## src/rtl/mips_muldiv_pkg.sv

```systemverilog
// Shared definitions for the EX-stage multiply/divide unit: opcode encodings,
// controller states and the default operand width.
package mips_muldiv_pkg;

    localparam int W_DEF = 32;

    typedef enum logic [1:0] {
        OP_MULT  = 2'b00,
        OP_MULTU = 2'b01,
        OP_DIV   = 2'b10,
        OP_DIVU  = 2'b11
    } op_e;

    typedef enum logic [1:0] {
        S_IDLE = 2'b00,
        S_CALC = 2'b01,
        S_FIX  = 2'b10
    } state_e;

    // Even encodings are the signed variants.
    function automatic logic is_signed_op(input logic [1:0] op);
        return ~op[0];
    endfunction

endpackage

```

## src/rtl/ex_muldiv_if.sv

```systemverilog
// Request/result bundle between the EX-stage controller and the multiply/divide unit.
interface ex_muldiv_if #(parameter int W = 32);

    logic         start;
    logic [1:0]   op;
    logic [W-1:0] a;
    logic [W-1:0] b;
    logic         wehi;
    logic         welo;
    logic [W-1:0] wdata;
    logic [W-1:0] hi;
    logic [W-1:0] lo;
    logic         busy;
    logic         done;

    modport master (
        output start, op, a, b, wehi, welo, wdata,
        input  hi, lo, busy, done
    );

    modport slave (
        input  start, op, a, b, wehi, welo, wdata,
        output hi, lo, busy, done
    );

endinterface

```

## src/rtl/muldiv_core.sv

```systemverilog
// Radix-2 datapath shared by multiply (shift-add) and restoring divide.
// Works on unsigned magnitudes; sign handling lives in the caller.
module muldiv_core #(
    parameter int W = 32
) (
    input  logic           clk,
    input  logic           rst_n,
    input  logic           load,
    input  logic           step,
    input  logic           is_div,
    input  logic [W-1:0]   a,
    input  logic [W-1:0]   b,
    output logic [2*W-1:0] acc,
    output logic           last
);

    localparam int CW = $clog2(W + 1);

    logic [W-1:0]   addend;
    logic           mode_div;
    logic [CW-1:0]  cnt;
    logic [W:0]     sum;
    logic [W:0]     diff;
    logic [2*W-1:0] shifted;
    logic [2*W-1:0] acc_step;

    // Multiply keeps {product_hi, multiplier} and shifts right; divide keeps
    // {remainder, quotient} and shifts left. Both consume one bit per step.
    always_comb begin
        sum      = {1'b0, acc[2*W-1:W]} + {1'b0, addend};
        shifted  = acc << 1;
        diff     = acc[2*W-1:W-1] - {1'b0, addend};
        acc_step = acc;
        if (mode_div) begin
            if (!diff[W])
                acc_step = {diff[W-1:0], shifted[W-1:1], 1'b1};
            else
                acc_step = shifted;
        end else begin
            if (acc[0])
                acc_step = {sum, acc[W-1:1]};
            else
                acc_step = {1'b0, acc[2*W-1:1]};
        end
    end

    always_ff @(posedge clk or negedge rst_n) begin
        if (!rst_n) begin
            acc      <= '0;
            addend   <= '0;
            mode_div <= 1'b0;
            cnt      <= '0;
        end else if (load) begin
            acc      <= is_div ? {{W{1'b0}}, a} : {{W{1'b0}}, b};
            addend   <= is_div ? b : a;
            mode_div <= is_div;
            cnt      <= CW'(W);
        end else if (step) begin
            acc      <= acc_step;
            cnt      <= cnt - CW'(1);
        end
    end

    assign last = (cnt == CW'(1));

endmodule

```

## src/rtl/ex_muldiv.sv

```systemverilog
// Iterative MULT/MULTU/DIV/DIVU unit owning the architectural HI/LO registers;
// also services MTHI/MTLO while idle.
module ex_muldiv
    import mips_muldiv_pkg::*;
#(
    parameter int W = W_DEF
) (
    input  logic      clk,
    input  logic      rst_n,
    ex_muldiv_if.slave bus
);

    state_e         state;
    state_e         next_state;
    logic           load;
    logic           step;
    logic           last;
    logic [2*W-1:0] acc;

    logic           signed_op;
    logic           a_neg;
    logic           b_neg;
    logic [W-1:0]   a_mag;
    logic [W-1:0]   b_mag;

    logic           is_div_q;
    logic           neg_q;
    logic           neg_r;
    logic           bzero_q;

    logic [W-1:0]   hi_q;
    logic [W-1:0]   lo_q;
    logic           done_q;

    logic [2*W-1:0] prod_fix;
    logic [W-1:0]   quo_fix;
    logic [W-1:0]   rem_fix;

    assign signed_op = is_signed_op(bus.op);
    assign a_neg     = signed_op & bus.a[W-1];
    assign b_neg     = signed_op & bus.b[W-1];
    assign a_mag     = a_neg ? -bus.a : bus.a;
    assign b_mag     = b_neg ? -bus.b : bus.b;

    muldiv_core #(.W(W)) u_core (
        .clk    (clk),
        .rst_n  (rst_n),
        .load   (load),
        .step   (step),
        .is_div (bus.op[1]),
        .a      (a_mag),
        .b      (b_mag),
        .acc    (acc),
        .last   (last)
    );

    always_ff @(posedge clk or negedge rst_n) begin
        if (!rst_n)
            state <= S_IDLE;
        else
            state <= next_state;
    end

    always_comb begin
        next_state = state;
        load       = 1'b0;
        step       = 1'b0;
        case (state)
            S_IDLE: begin
                if (bus.start) begin
                    load       = 1'b1;
                    next_state = S_CALC;
                end
            end
            S_CALC: begin
                step = 1'b1;
                if (last)
                    next_state = S_FIX;
            end
            S_FIX:   next_state = S_IDLE;
            default: next_state = S_IDLE;
        endcase
    end

    // The remainder follows the dividend's sign; with a zero divisor the
    // restoring loop leaves |A| in the remainder, so this also restores raw A.
    assign prod_fix = neg_q ? -acc : acc;
    assign quo_fix  = neg_q ? -acc[W-1:0] : acc[W-1:0];
    assign rem_fix  = neg_r ? -acc[2*W-1:W] : acc[2*W-1:W];

    always_ff @(posedge clk or negedge rst_n) begin
        if (!rst_n) begin
            hi_q     <= '0;
            lo_q     <= '0;
            done_q   <= 1'b0;
            is_div_q <= 1'b0;
            neg_q    <= 1'b0;
            neg_r    <= 1'b0;
            bzero_q  <= 1'b0;
        end else begin
            done_q <= 1'b0;
            case (state)
                S_IDLE: begin
                    if (bus.start) begin
                        is_div_q <= bus.op[1];
                        neg_q    <= a_neg ^ b_neg;
                        neg_r    <= a_neg;
                        bzero_q  <= (bus.b == '0);
                    end else begin
                        if (bus.wehi) hi_q <= bus.wdata;
                        if (bus.welo) lo_q <= bus.wdata;
                    end
                end
                S_FIX: begin
                    done_q <= 1'b1;
                    if (is_div_q) begin
                        hi_q <= rem_fix;
                        lo_q <= bzero_q ? '1 : quo_fix;
                    end else begin
                        {hi_q, lo_q} <= prod_fix;
                    end
                end
                default: ;
            endcase
        end
    end

    assign bus.hi   = hi_q;
    assign bus.lo   = lo_q;
    assign bus.busy = (state != S_IDLE);
    assign bus.done = done_q;

endmodule

```

## src/flat_wrapper.sv

```systemverilog
// flat-port wrapper written by rule: the top's interface ports become plain ports
module ex_muldiv_flat import mips_muldiv_pkg::*;
#(
    parameter int W = W_DEF
)
  (clk, rst_n, bus_start, bus_op, bus_a, bus_b, bus_wehi, bus_welo, bus_wdata, bus_hi, bus_lo, bus_busy, bus_done);
  ex_muldiv_if #(.W(W)) bus_i ();
  input  logic clk;
  input  logic rst_n;
  input wire logic [$bits(bus_i.start)-1:0] bus_start;
  input wire logic [$bits(bus_i.op)-1:0] bus_op;
  input wire logic [$bits(bus_i.a)-1:0] bus_a;
  input wire logic [$bits(bus_i.b)-1:0] bus_b;
  input wire logic [$bits(bus_i.wehi)-1:0] bus_wehi;
  input wire logic [$bits(bus_i.welo)-1:0] bus_welo;
  input wire logic [$bits(bus_i.wdata)-1:0] bus_wdata;
  output wire logic [$bits(bus_i.hi)-1:0] bus_hi;
  output wire logic [$bits(bus_i.lo)-1:0] bus_lo;
  output wire logic [$bits(bus_i.busy)-1:0] bus_busy;
  output wire logic [$bits(bus_i.done)-1:0] bus_done;
  assign bus_i.start = bus_start;
  assign bus_i.op = bus_op;
  assign bus_i.a = bus_a;
  assign bus_i.b = bus_b;
  assign bus_i.wehi = bus_wehi;
  assign bus_i.welo = bus_welo;
  assign bus_i.wdata = bus_wdata;
  assign bus_hi = bus_i.hi;
  assign bus_lo = bus_i.lo;
  assign bus_busy = bus_i.busy;
  assign bus_done = bus_i.done;
  ex_muldiv #(.W(W)) u_core (.clk(clk), .rst_n(rst_n), .bus(bus_i));
endmodule
```

## config.mk

```make
export PLATFORM = sky130hd
export DESIGN_NAME = ex_muldiv_flat
export DESIGN_NICKNAME = d
export VERILOG_FILES = /design/src/rtl/mips_muldiv_pkg.sv /design/src/rtl/ex_muldiv_if.sv /design/src/rtl/muldiv_core.sv /design/src/rtl/ex_muldiv.sv /design/src/flat_wrapper.sv
export SDC_FILE = /design/constraint.sdc
export NUM_CORES = 1
export LEC_CHECK = 0
export BUFFER_PORTS_ARGS = -buffer_cell sky130_fd_sc_hd__buf_2
export CAP_MARGIN = 20
export CORE_MARGIN = 8
export CORE_UTILIZATION = 44
export CTS_BUF_LIST = sky130_fd_sc_hd__clkbuf_2
export DETAILED_ROUTE_END_ITERATION = 8
export PLACE_DENSITY = 0.66
export SLEW_MARGIN = 40
export SYNTH_ARGS = -nofsm -noshare
export SYNTH_HDL_FRONTEND = slang
export SYNTH_HIERARCHICAL = 1
export SYNTH_SLANG_ARGS = --single-unit
```

## constraint.sdc

```tcl
create_clock -name clk -period 7.9 [get_ports clk]
set_input_delay 0.79 -clock clk [delete_from_list [all_inputs] [get_ports clk]]
set_output_delay 0.79 -clock clk [all_outputs]
set_load 0.01 [all_outputs]
```

======== Yosys cells after proc, flatten, opt, wreduce, memory -nomap -nowiden ========
Cells that the tools add are included.
word-level totals
  flip-flop bits (word level) ............. 174
  bits in latches ......................... 0
  memory bits (writable) .................. 0
  memory bits (read-only) ................. 0
  input bits .............................. 103
  output and inout bits ................... 66
  logic and storage cells ................. 71
  memories ................................ 0
cells by class
  add/sub/neg operators ................... 8
  multipliers ............................. 0
  divide/modulo/power cells ............... 0
  order comparisons ....................... 0
  equal/unequal tests ..................... 8
  shift-type cells ........................ 0
  multiplexer cells ....................... 30
  bitwise logic cells ..................... 4
  reductions and logical operators ........ 9
operators by type and width
  operator             count
  $mux 32              13
  $mux 64              6
  $neg 32->32          4
  $pmux 32 s2          2
  $neg 64->64          1
  $add 32x32->33       1
  $sub 33x32->33       1
  $logic_not 32->1     1
  $mux 6               2
  $ne 2x2->1 const B   5
  $eq 6x1->1 const B   1
  $reduce_and 3->1     2
  $reduce_bool 2->1    3
  $sub 6x1->6 const B  1
  $mux 1               4
  $mux 2               2
  $pmux 2 s2           1
  $reduce_and 2->1     2
  $and 1x1->1          2
  $eq 2x1->1 const B   1
  $eq 2x2->1 const B   1
  $logic_not 2->1      1
  $not 1->1            1
  $xor 1x1->1          1

======== Longest topological paths before layout ========
Gate-level depths: netlist (run 1).
  depth in word-level cells ............... 5
  mapped depth ............................ 14
  mapped depth without buffers ............ 12

======== Cells and area by module ========
Netlist (run 1), hierarchy kept.
by module, submodules not included
  module       times used  cells each  area an instance (um2)  seq. area each (um2)
  muldiv_core  1           1174        9577.9                  2577.5
  ex_muldiv    1           795         6286.0                  1776.7

======== Worst setup path before layout (run 1) ========
Ideal clock, no wire load.
  path kind ............................... flip-flop to flip-flop
  from .................................... register u_core.u_core.acc[31]
  to ...................................... register u_core.u_core.acc[43]
  setup time .............................. 0.120 ns
  data arrival time ....................... 3.069 ns
  data required time ...................... 7.780 ns
  slack ................................... 4.712 ns
  stages on the path, launching flop included .. 15
  buffers on the path ..................... 2
  period minus slack after synthesis ...... 3.188 ns
  cells stage by stage .................... dfrtp_1 -> inv_1 -> ha_1 -> fa_1 -> nor2b_1 -> o2111a_1 -> o21ai_1 -> o211ai_1 -> a31oi_2 -> a31o_1 -> buf_6 -> xnor2_4 -> buf_4 -> o2111ai_1 -> and3_1
between the ends
  word-level cells in the longest chain between the ends .. 5
RTL lines
  item                    RTL line           RTL
  start, declared         muldiv_core.sv:13  output logic [2*W-1:0] acc,
  start signal, assigned  muldiv_core.sv:54  acc <= is_div ? {{W{1'b0}}, a} : {{W{1'b0}}, b};
  start signal, assigned  muldiv_core.sv:59  acc <= acc_step;
  $sub 33x32->33          muldiv_core.sv:32  diff = acc[2*W-1:W-1] - {1'b0, addend};
  $mux 64                 muldiv_core.sv:35  if (!diff[W])
  $mux 64                 muldiv_core.sv:34  if (mode_div) begin
  $mux 64                 muldiv_core.sv:58  end else if (step) begin
  $mux 64                 muldiv_core.sv:53  end else if (load) begin
Every way passes these cells. The select of a mux whose other input is x is not followed.
A chain may end at the register's enable or synchronous reset.

======== Worst setup path in the final report (run 1) ========
  from .................................... register u_core.u_core.acc[31]
  to ...................................... register u_core.u_core.acc[52]
Same word-level chain as after synthesis.

==> results.yml, run 1 <==
status:
  status: "completed"
place:
  hpwlAfterDp_um: 45000
  io_buffers: 168
  gp_congestion: 0.993
setup_path:
  crit_path_end: "u_core/u_core/acc[52]$_DFFE_PN0P_"
  r2r_cells: 13
  crit_path_max_incr_delay_ps: 580
  rrSetupSlack_ps: 3810
  worstSetupPathType: "register to register"
  worstPathCellList: "inv_1, ha_1, fa_1, nor2b_1, o2111a_1, o21ai_1, o211ai_1, a31oi_2, a31oi_1, xnor2_1, buf_4, or4_1, nand3_1"
  crit_path_start: "u_core/u_core/acc[31]$_DFFE_PN0P_"
  reg2reg_from: "u_core/u_core/acc[31]$_DFFE_PN0P_"
  cp_max_fo: 18
  rr_endpoint: "u_core/u_core/acc[52]$_DFFE_PN0P_"
  cp_data_required_time_ps: 8710
  end_kind: "register"
  arrival_ps: 4900
  crit_slowest_cell: "dfrtp_1"
  startpoint_type: "register"
power_and_ir_drop:
  power_density_mw_per_mm2: 92.0
  p_leak_nw: 7.56
  p_total_mw: 1.59
  max-vdd-ir-drop_v: 0.000105
sta:
  finalSetupViolCount: 0
  slew_headroom_pct: 43.3
  fin_worst_skew_ps: 40.0
  fmax_mhz: 244
  drv_slew: 0
  final.setup.tns_ps: 0
  finalCritPeriodShare_pct: 51.8
  final_hold_viol_count: 0
  tightestPinTransition_ps: 830
  period_needed_ps: 4090
  grt_setup_unrepaired: "no"
clocking:
  cts_resized: 0
  cts-root-buf: "clkbuf_2"
  clk_latency_ps: 850
  cts_buffers: 17
  htreeDepth: 4
  cts_setup_buffers: 0
  clk_pin_slew_ps: 270
  clock_path_buffers: 2
  tritoncts: "built"
  cts.sinks: 174
routing:
  vias: 15902
  first_pass_iters: 6
  via_per_inst: 6.26
  postRouteAntennaNets: 0
  drc: 0
  wl_um: 57800
  wire_per_inst_um: 22.8
  drt_iter0_markers: 1596
synthesis:
  synth.distinct_cells: 80
  avgSynthCellArea_um2: 8.06
  ys.flop_type: "dfrtp_1"
  synth_area_leaders: "dfrtp_1, mux2i_1, a21oi_1"
  ys_ff_latch: 174
  synth_async_sr_flop_share_pct: 100
  yosysWarningCount: 6
  synth_top_area_share_pct: 27.4
  synth_edf_count: 0
  seq_area_frac_synth_pct: 27.4
  synth_top_area_cell: "dfrtp_1"
  synth_area_mm2: 0.0159
  synth_common_cells: "a21oi_1, nor2_1, dfrtp_1, nand2_1, o21ai_0"
  synth_most_common_cell: "a21oi_1"
  synthCells: 1969
  synth_nets: 2144
finish:
  multiInputGateArea_mm2: 0.0108
  nFillCells: 3537
  final_net_count: 2242
  syn_to_final_growth_pct: 9.22
  seq_area_mm2: 0.00436
  post-route-util_pct: 48.7
  drive_gt1_share_pct: 13.3
global_routing:
  grt_use_total_pct: 26.5
  antenna_found_initial: 1
  grt_start_max_net_pins: 92
  grt_overflow: 0
  grt_pass1_wl_um: 87600
  grt_pass1_vias: 14909
run:
  cap_violations: 0
floorplanning:
  start_util_pct: 44.6
  dieWidth_um: 206
  die_area_mm2: 0.0424
  dieHeight_um: 206
  num_rows: 69
  io_pins: 169
  core_mm2: 0.0356
hold_path:
  hold_class: "input port to register"
[layer usage]
metal,GRT usage (%),part of all wire [%],up-vias
met5,0,0,-
met4,8.95,3.2,0
met3,4.18,7.9,89
met2,41.4,45,703
met1,36.8,44,7627
li1,-,-,7483
[report_power, final]
| part | internal (mW) | switching [mW] | leakage [nW] | total (mW) |
|---|---|---|---|---|
| sequential | 0.898 | 0.00236 | 2.07 | 0.900 |
| clock | 0.146 | 0.345 | 0.131 | 0.491 |
| combinational | 0.0761 | 0.127 | 5.35 | 0.203 |
[registers in the layout, summed over array words and instances (netlist names)]
name,cells
u_core/bus.done,1
u_core/bus.hi,32
u_core/bus.lo,32
u_core/bzero_q,1
u_core/is_div_q,1
u_core/neg_q,1
u_core/neg_r,1
u_core/state,2
u_core/u_core/acc,64
u_core/u_core/addend,32
u_core/u_core/cnt,6
u_core/u_core/mode_div,1
[area by class of cell]
cell class | instances | area share (%)
Sequential cell | 174 | 25.1
Timing Repair Buffer | 190 | 6.00
Antenna cell | 1 | 0.0144
Multi-Input combinational cell | 1611 | 62.6
Clock buffer | 18 | 0.520
Tap cell | 461 | 3.33
Inverter | 73 | 1.60
Clock inverter | 14 | 0.823
[critical path, delay by kind of cell, from the launching register on]
kind            cells  cell delay [ps]
buf+inv             2              390
xor+xnor            1              310
compound gates      5             1340
fa+ha+maj           2              650
flops               1              580
simple gates        3              780
[per-stage QoR]
stage | hold slack, ps | worst slack, ps | area [um2] | std cells
2_1_floorplan | 472 | 4710 | 15900 | 1969
3_3_place_gp | 456 | 3800 | 17000 | 2506
6_report | 195 | 3810 | 17300 | 2542
3_5_place_dp | 467 | 3950 | 17100 | 2508
5_1_grt | 157 | 3610 | 17300 | 2542
4_1_cts | 120 | 3880 | 17300 | 2541
[logic make-up after synthesis]
family | share of synthesized area (%)
flops | 27.4
compound gates | 25.3
xor+xnor | 8.73
fa+ha+maj | 5.77
buf+inv | 4.50
mux | 8.98
simple gates | 19.3
[worst min-delay path by stage]
| stage | slack (ps) | start | cells past startpoint | to |
|---|---|---|---|---|
| 5_1_grt | 160 | bus_wdata[28] | 2 | u_core/bus.lo[28]$_DFFE_PN0P_ |
| 6_report | 190 | bus_wdata[28] | 2 | u_core/bus.lo[28]$_DFFE_PN0P_ |
| 3_5_place_dp | 470 | u_core/bus.lo[25]$_DFFE_PN0P_ | 2 | u_core/bus.lo[25]$_DFFE_PN0P_ |
| 2_1_floorplan | 470 | u_core/bzero_q$_DFFE_PN0P_ | 2 | u_core/bzero_q$_DFFE_PN0P_ |
| 3_3_place_gp | 460 | u_core/bus.lo[2]$_DFFE_PN0P_ | 2 | u_core/bus.lo[2]$_DFFE_PN0P_ |
| 4_1_cts | 120 | bus_wdata[28] | 2 | u_core/bus.lo[28]$_DFFE_PN0P_ |
[repair_timing]
item,in CTS,in global routing
hold endpoints to repair,51,0
hold buffers,1,0
endpoints found under the setup margin,0,0
[layout by cell type (no fill, tap or decap), drive strengths merged, types with 43 or more instances in the layout]
cell and n:
xnor2 92, a211oi 62, dfrtp 174, xor2 64
inv 76, mux2i 121, o21ai 134, buf 189
nor3 58, a21oi 185, ha 70, nor2 184
nand2 140, nand3 43
Power figures use the tool's default switching activity.
==> run 2: changes to the inputs <==
==> constraint.sdc (replaced) <==
create_clock -name clk -period 3.85 [get_ports clk]
set_input_delay 0.385 -clock clk [delete_from_list [all_inputs] [get_ports clk]]
set_output_delay 0.385 -clock clk [all_outputs]
set_load 0.01 [all_outputs]
==> run 2 against run 1 <==
Design area grew 9.0%. Non-clock buffer count up 170. Via count grew 5.6%. Critical endpoint unchanged. Largest cell class unchanged. Highest routed layer unchanged.
==> results.yml, run 2 (synthesis gave the netlist of run 1 again) <==
status:
  status: "completed"
global_routing:
  grt_use_total_pct: 28.3
  grt_pass1_wl_um: 93100
  antenna_found_initial: 1
  grt_pass1_vias: 15642
  grt_start_max_net_pins: 85
  grt_overflow: 0
routing:
  wire_per_inst_um: 23.0
  wl_um: 62400
  first_pass_iters: 6
  via_per_inst: 6.19
  vias: 16792
  drt_iter0_markers: 1669
  drc: 0
  postRouteAntennaNets: 0
power_and_ir_drop:
  p_leak_nw: 8.34
  power_density_mw_per_mm2: 184
  max-vdd-ir-drop_v: 0.000154
setup_path:
  crit_path_start: "u_core/u_core/addend[0]$_DFFE_PN0P_"
  startpoint_type: "register"
  worstSetupPathType: "register to register"
  reg2reg_from: "u_core/u_core/addend[0]$_DFFE_PN0P_"
  worstPathBufferInverterCount: 1
  end_kind: "register"
  worstPathCellList: "ha_1, fa_1, nor2b_1, o2111a_1, o21ai_1, o211ai_1, a31oi_2, a31oi_1, xnor2_1, buf_12, or4_1, nand3_1"
  path_delay_family: "compound AO/OA/AOI/OAI gates"
  arrival_ps: 4480
  crit_slowest_cell: "or4_1"
  crit_path_max_incr_delay_ps: 500
  cp_data_required_time_ps: 4680
  cp_max_fo: 23
sta:
  period_needed_ps: 3650
  drv_slew: 0
  slew_headroom_pct: 38.6
  holdWs_ps: 77.3
  finalCritPeriodShare_pct: 94.8
  tightestPinTransition_ps: 917
  final_hold_viol_count: 0
  fmax_mhz: 274
  finalSetupViolCount: 0
  grt_setup_unrepaired: "no"
  fin_worst_skew_ps: 50.0
  final.setup.tns_ps: 0
finish:
  nFillCells: 3387
  syn_to_final_growth_pct: 19.0
  drive_gt1_share_pct: 15.0
  final_net_count: 2412
  seq_area_mm2: 0.00436
  largest_register_ffs: 64
  multiInputGateArea_mm2: 0.0108
  largest-register: "u_core/u_core/acc"
  layout_commonest_cell: "a21oi_1"
  final_cell_mix: "a21oi_1, nor2_1, dfrtp_1"
floorplanning:
  die_area_mm2: 0.0424
  dieHeight_um: 206
  core_mm2: 0.0356
  io_pins: 169
  num_rows: 69
  start_util_pct: 44.6
  dieWidth_um: 206
clocking:
  htreeDepth: 4
  cts.sinks: 174
  tritoncts: "built"
  clk_pin_slew_ps: 290
  clock_path_buffers: 2
  cts_buffers: 17
  clk_latency_ps: 870
  cts_setup_buffers: 0
  cts-root-buf: "clkbuf_2"
hold_path:
  min-delay-start: "bus_a[29]"
  hold_class: "input port to register"
place:
  hpwlAfterDp_um: 47600
  gp_congestion: 1.00
  io_buffers: 168
run:
  cap_violations: 0
-- run 2: cell count changes in the layout (fill, tap and decap cells not counted), sizes merged --
cell,delta
inv,+5
clkinv,-3
dlygate4sd3,+102
clkinvlp,-2
diode,+1
buf,+67
-- run 2: final timing paths --
check	to	slack, ps	depth (start not counted)
setup reg to reg	u_core/u_core/acc[52]$_DFFE_PN0P_	200	12
hold reg to reg	u_core/bus.lo[13]$_DFFE_PN0P_	510	2
hold / removal	u_core/u_core/addend[29]$_DFFE_PN0P_	80	4
min in group asynchronous	u_core/bus.lo[28]$_DFFE_PN0P_	110	2
max in group asynchronous	u_core/bus.lo[19]$_DFFE_PN0P_	2840	3
setup / recovery	u_core/u_core/acc[52]$_DFFE_PN0P_	200	12
-- run 2: worst min-delay path, stage by stage --
cell and delay [ps]:
buf_2 100, xnor2_1 90, mux2i_1 220, a21oi_1 110
-- run 2: final cells by class --
cell class,count,share of cell area [%]
sequential,174,23.1
timing repair buffer,360,13.7
multi-input combinational,1611,57.3
clock buffer,17,0.451
clock inverter,14,0.908
antenna,2,0.0265
tap,461,3.05
inverter,73,1.46
-- run 2: repair_timing --
action / 4_1_cts / 5_1_grt
endpoints found under the hold margin: 190 / 0
hold buffers: 103 / 0
resized for setup: 0 / 1
setup endpoints to repair: 0 / 1
-- run 2: per-layer routing --
| metal | track usage [%] | wire length (um) | up-vias | part of all wire, % |
|---|---|---|---|---|
| li1 | - | - | 7818 | - |
| met1 | 38.2 | 26800 | 8058 | 43 |
| met2 | 44.1 | 27700 | 790 | 44 |
| met3 | 5.14 | 5260 | 126 | 8.4 |
| met4 | 11.5 | 2560 | 0 | 4.1 |
| met5 | 0 | 0 | - | 0 |
-- run 2: per-stage QoR --
step                      setup slack, ps  instances  util (%)  power, mW  instance area, um2
after floorplan                       662       1969         -       2.08               15900
after global placement                380       2575      49.4       2.30               17600
after detailed placement              261       2575      49.4       2.31               17600
after CTS                             223       2709      53.0       3.51               18800
after global routing                 13.8       2711      53.1       3.61               18900
final                                 198       2712      53.1       3.48               18900
-- run 2: power by group --
part / switching (mW) / internal [mW] / leakage (nW)
clock: 0.765 / 0.324 / 0.146
sequential: 0.00521 / 1.84 / 2.07
combinational: 0.293 / 0.248 / 6.12
==> run 3: changes to the inputs <==
--- a/config.mk
+++ b/config.mk
@@ -8,10 +8,11 @@
 export BUFFER_PORTS_ARGS = -buffer_cell sky130_fd_sc_hd__buf_2
 export CAP_MARGIN = 20
 export CORE_MARGIN = 8
-export CORE_UTILIZATION = 44
+export CORE_UTILIZATION = 52
 export CTS_BUF_LIST = sky130_fd_sc_hd__clkbuf_2
 export DETAILED_ROUTE_END_ITERATION = 8
-export PLACE_DENSITY = 0.66
+export MAX_ROUTING_LAYER = met4
+export PLACE_DENSITY = 0.75
 export SLEW_MARGIN = 40
 export SYNTH_ARGS = -nofsm -noshare
 export SYNTH_HDL_FRONTEND = slang
==> run 3 against run 2 <==
Combinational power fell by 8.3%. Largest cell class unchanged. Fmax rose by 2.3%. Sequential power hardly changed. Setup slack gained 82 ps. Power fell by 6.8%. Sequential share of layout area grew 0.66 points. Die area is 14% lower. Core utilization rose by 7.4 points. Non-clock buffer count fell by 39. Largest power group unchanged. Design area fell by 2.8%. Clock power down 18%. Cell count decreased by 3.8%.
==> results.yml, run 3 (synthesis gave the netlist of run 1 again) <==
global_routing:
  grt_overflow: 0
  grt_most_used_layer: "met2"
  grt_pass1_vias: 15924
  grt_use_total_pct: 33.4
  grt_start_max_net_pins: 105
  grt_pass1_wl_um: 92700
  grt_util_met3_pct: 5.34
  grtUsageMet1_pct: 44.4
  antenna_found_initial: 1
  grtUsageMet2_pct: 50.0
finish:
  layout_commonest_cell: "a21oi_1"
  largest-register: "u_core/u_core/acc"
  final_cell_mix: "a21oi_1, nor2_1, dfrtp_1"
  final_net_count: 2373
  drive_gt1_share_pct: 15.1
  largest_register_ffs: 64
  syn_to_final_growth_pct: 15.7
setup_path:
  crit_path_max_incr_delay_ps: 450
  reg2reg_from: "u_core/u_core/addend[0]$_DFFE_PN0P_"
  cp_max_fo: 8
  rrSetupSlack_ps: 280
  arrival_ps: 4230
  crit_slowest_cell: "dfrtp_1"
  worstPathCellList: "ha_1, fa_1, nor2b_1, o2111a_1, o21ai_1, o211ai_1, a31oi_2, a31oi_1, xnor2_2, buf_4, and4_1, a311o_1"
  crit_path_start: "u_core/u_core/addend[0]$_DFFE_PN0P_"
  worstSetupPathType: "register to register"
  cp_data_required_time_ps: 4510
  end_kind: "register"
  startpoint_type: "register"
  r2r_cells: 12
  rr_endpoint: "u_core/u_core/acc[36]$_DFFE_PN0P_"
sta:
  grt_setup_unrepaired: "no"
  fmax_mhz: 280
  holdWs_ps: 96.8
  finalSetupViolCount: 0
  final_hold_viol_count: 0
  period_needed_ps: 3570
  slew_headroom_pct: 42.6
  finalCritPeriodShare_pct: 92.7
  final.setup.tns_ps: 0
  drv_slew: 0
  fin_worst_skew_ps: 45.7
  tightestPinTransition_ps: 858
power_and_ir_drop:
  swShare_pct: 30.6
  p_switching_uw: 993
  max-vdd-ir-drop_v: 0.000126
  p_leak_nw: 8.14
  pwr-share-seq_pct: 57.0
  pwr-share-clk_pct: 27.7
  power.internal_mw: 2.25
  comb_power_share_pct: 15.3
  power_density_mw_per_mm2: 177
floorplanning:
  dieHeight_um: 191
  start_util_pct: 52.3
  num_rows: 64
  core_mm2: 0.0303
  io_pins: 169
  die_area_mm2: 0.0364
  dieWidth_um: 191
clocking:
  cts-root-buf: "clkbuf_2"
  clk_latency_ps: 760
  clock_path_buffers: 2
  cts.sinks: 174
  cts_resized: 0
  clk_pin_slew_ps: 260
  htreeDepth: 4
  cts_buffers: 17
  tritoncts: "built"
  cts_setup_buffers: 0
hold_path:
  min-delay-start: "bus_b[22]"
  hold_depth: 4
  holdPathEnd: "u_core/u_core/addend[22]$_DFFE_PN0P_"
  hold_class: "input port to register"
routing:
  postRouteAntennaNets: 0
  first_pass_iters: 6
  drc: 0
  wire_per_inst_um: 23.3
  drt_iter0_markers: 2133
  via_per_inst: 6.45
  vias: 16818
  wl_um: 60700
status:
  status: "completed"
place:
  hpwlAfterDp_um: 46200
  gp_congestion: 1.02
  io_buffers: 168
run:
  cap_violations: 0
## run 3: layout make-up
| cell class | count | area [um2] |
|---|---|---|
| Sequential cell | 174 | 4360 |
| Clock inverter | 10 | 85.1 |
| Inverter | 73 | 277 |
| Clock buffer | 21 | 105 |
| Timing Repair Buffer | 321 | 2200 |
| Antenna cell | 2 | 5.00 |
| Tap cell | 396 | 495 |
| Fill cell | 2792 | 12000 |
| Multi-Input combinational cell | 1611 | 10800 |
## run 3: worst max-delay path by stage
stage | endpoint | slack (ps) | cells past startpoint
3_3_place_gp | u_core/u_core/acc[43]$_DFFE_PN0P_ | 350 | 11
5_1_grt | u_core/u_core/acc[46]$_DFFE_PN0P_ | 6 | 11
6_report | u_core/u_core/acc[36]$_DFFE_PN0P_ | 280 | 12
3_5_place_dp | u_core/u_core/acc[43]$_DFFE_PN0P_ | 200 | 11
4_1_cts | u_core/u_core/acc[43]$_DFFE_PN0P_ | 190 | 11
2_1_floorplan | u_core/u_core/acc[43]$_DFFE_PN0P_ | 660 | 14
## run 3: per-stage QoR
step	instance area (um2)	instances	power, mW	worst slack (ps)	util (%)
after floorplan	15900	1969	2.08	662	-
after global placement	17400	2503	2.28	351	57.3
after detailed placement	17400	2503	2.29	197	57.4
after CTS	18300	2604	3.24	192	60.3
after global routing	18400	2607	3.37	5.56	60.5
final	18400	2608	3.24	281	60.5
## run 3: power by group through the flow
stage	combinational (mW)	clock [mW]	sequential [mW]
2_1_floorplan	0.196	0	1.88
3_3_place_gp	0.403	0	1.88
3_5_place_dp	0.411	0	1.88
4_1_cts	0.482	0.915	1.85
5_1_grt	0.533	0.988	1.85
6_report	0.496	0.897	1.85
## run 3: repair_timing
action                                 in CTS  in global routing
hold buffers                               70                  1
setup endpoints to repair                   0                  0
endpoints found under the hold margin     185                  9
## run 3: critical path: cells and delay by family (launching register included)
family,cells,cell delay [ps]
compound gates,6,1560
fa+ha+maj,2,650
flops,1,450
simple gates,2,380
xor+xnor,1,240
buf+inv,1,230
## run 3: per-layer routing
layer	vias up	routed length, um
li1	7741	-
met1	8037	26100
met2	908	26600
met3	132	5420
met4	0	2620
met5	-	0
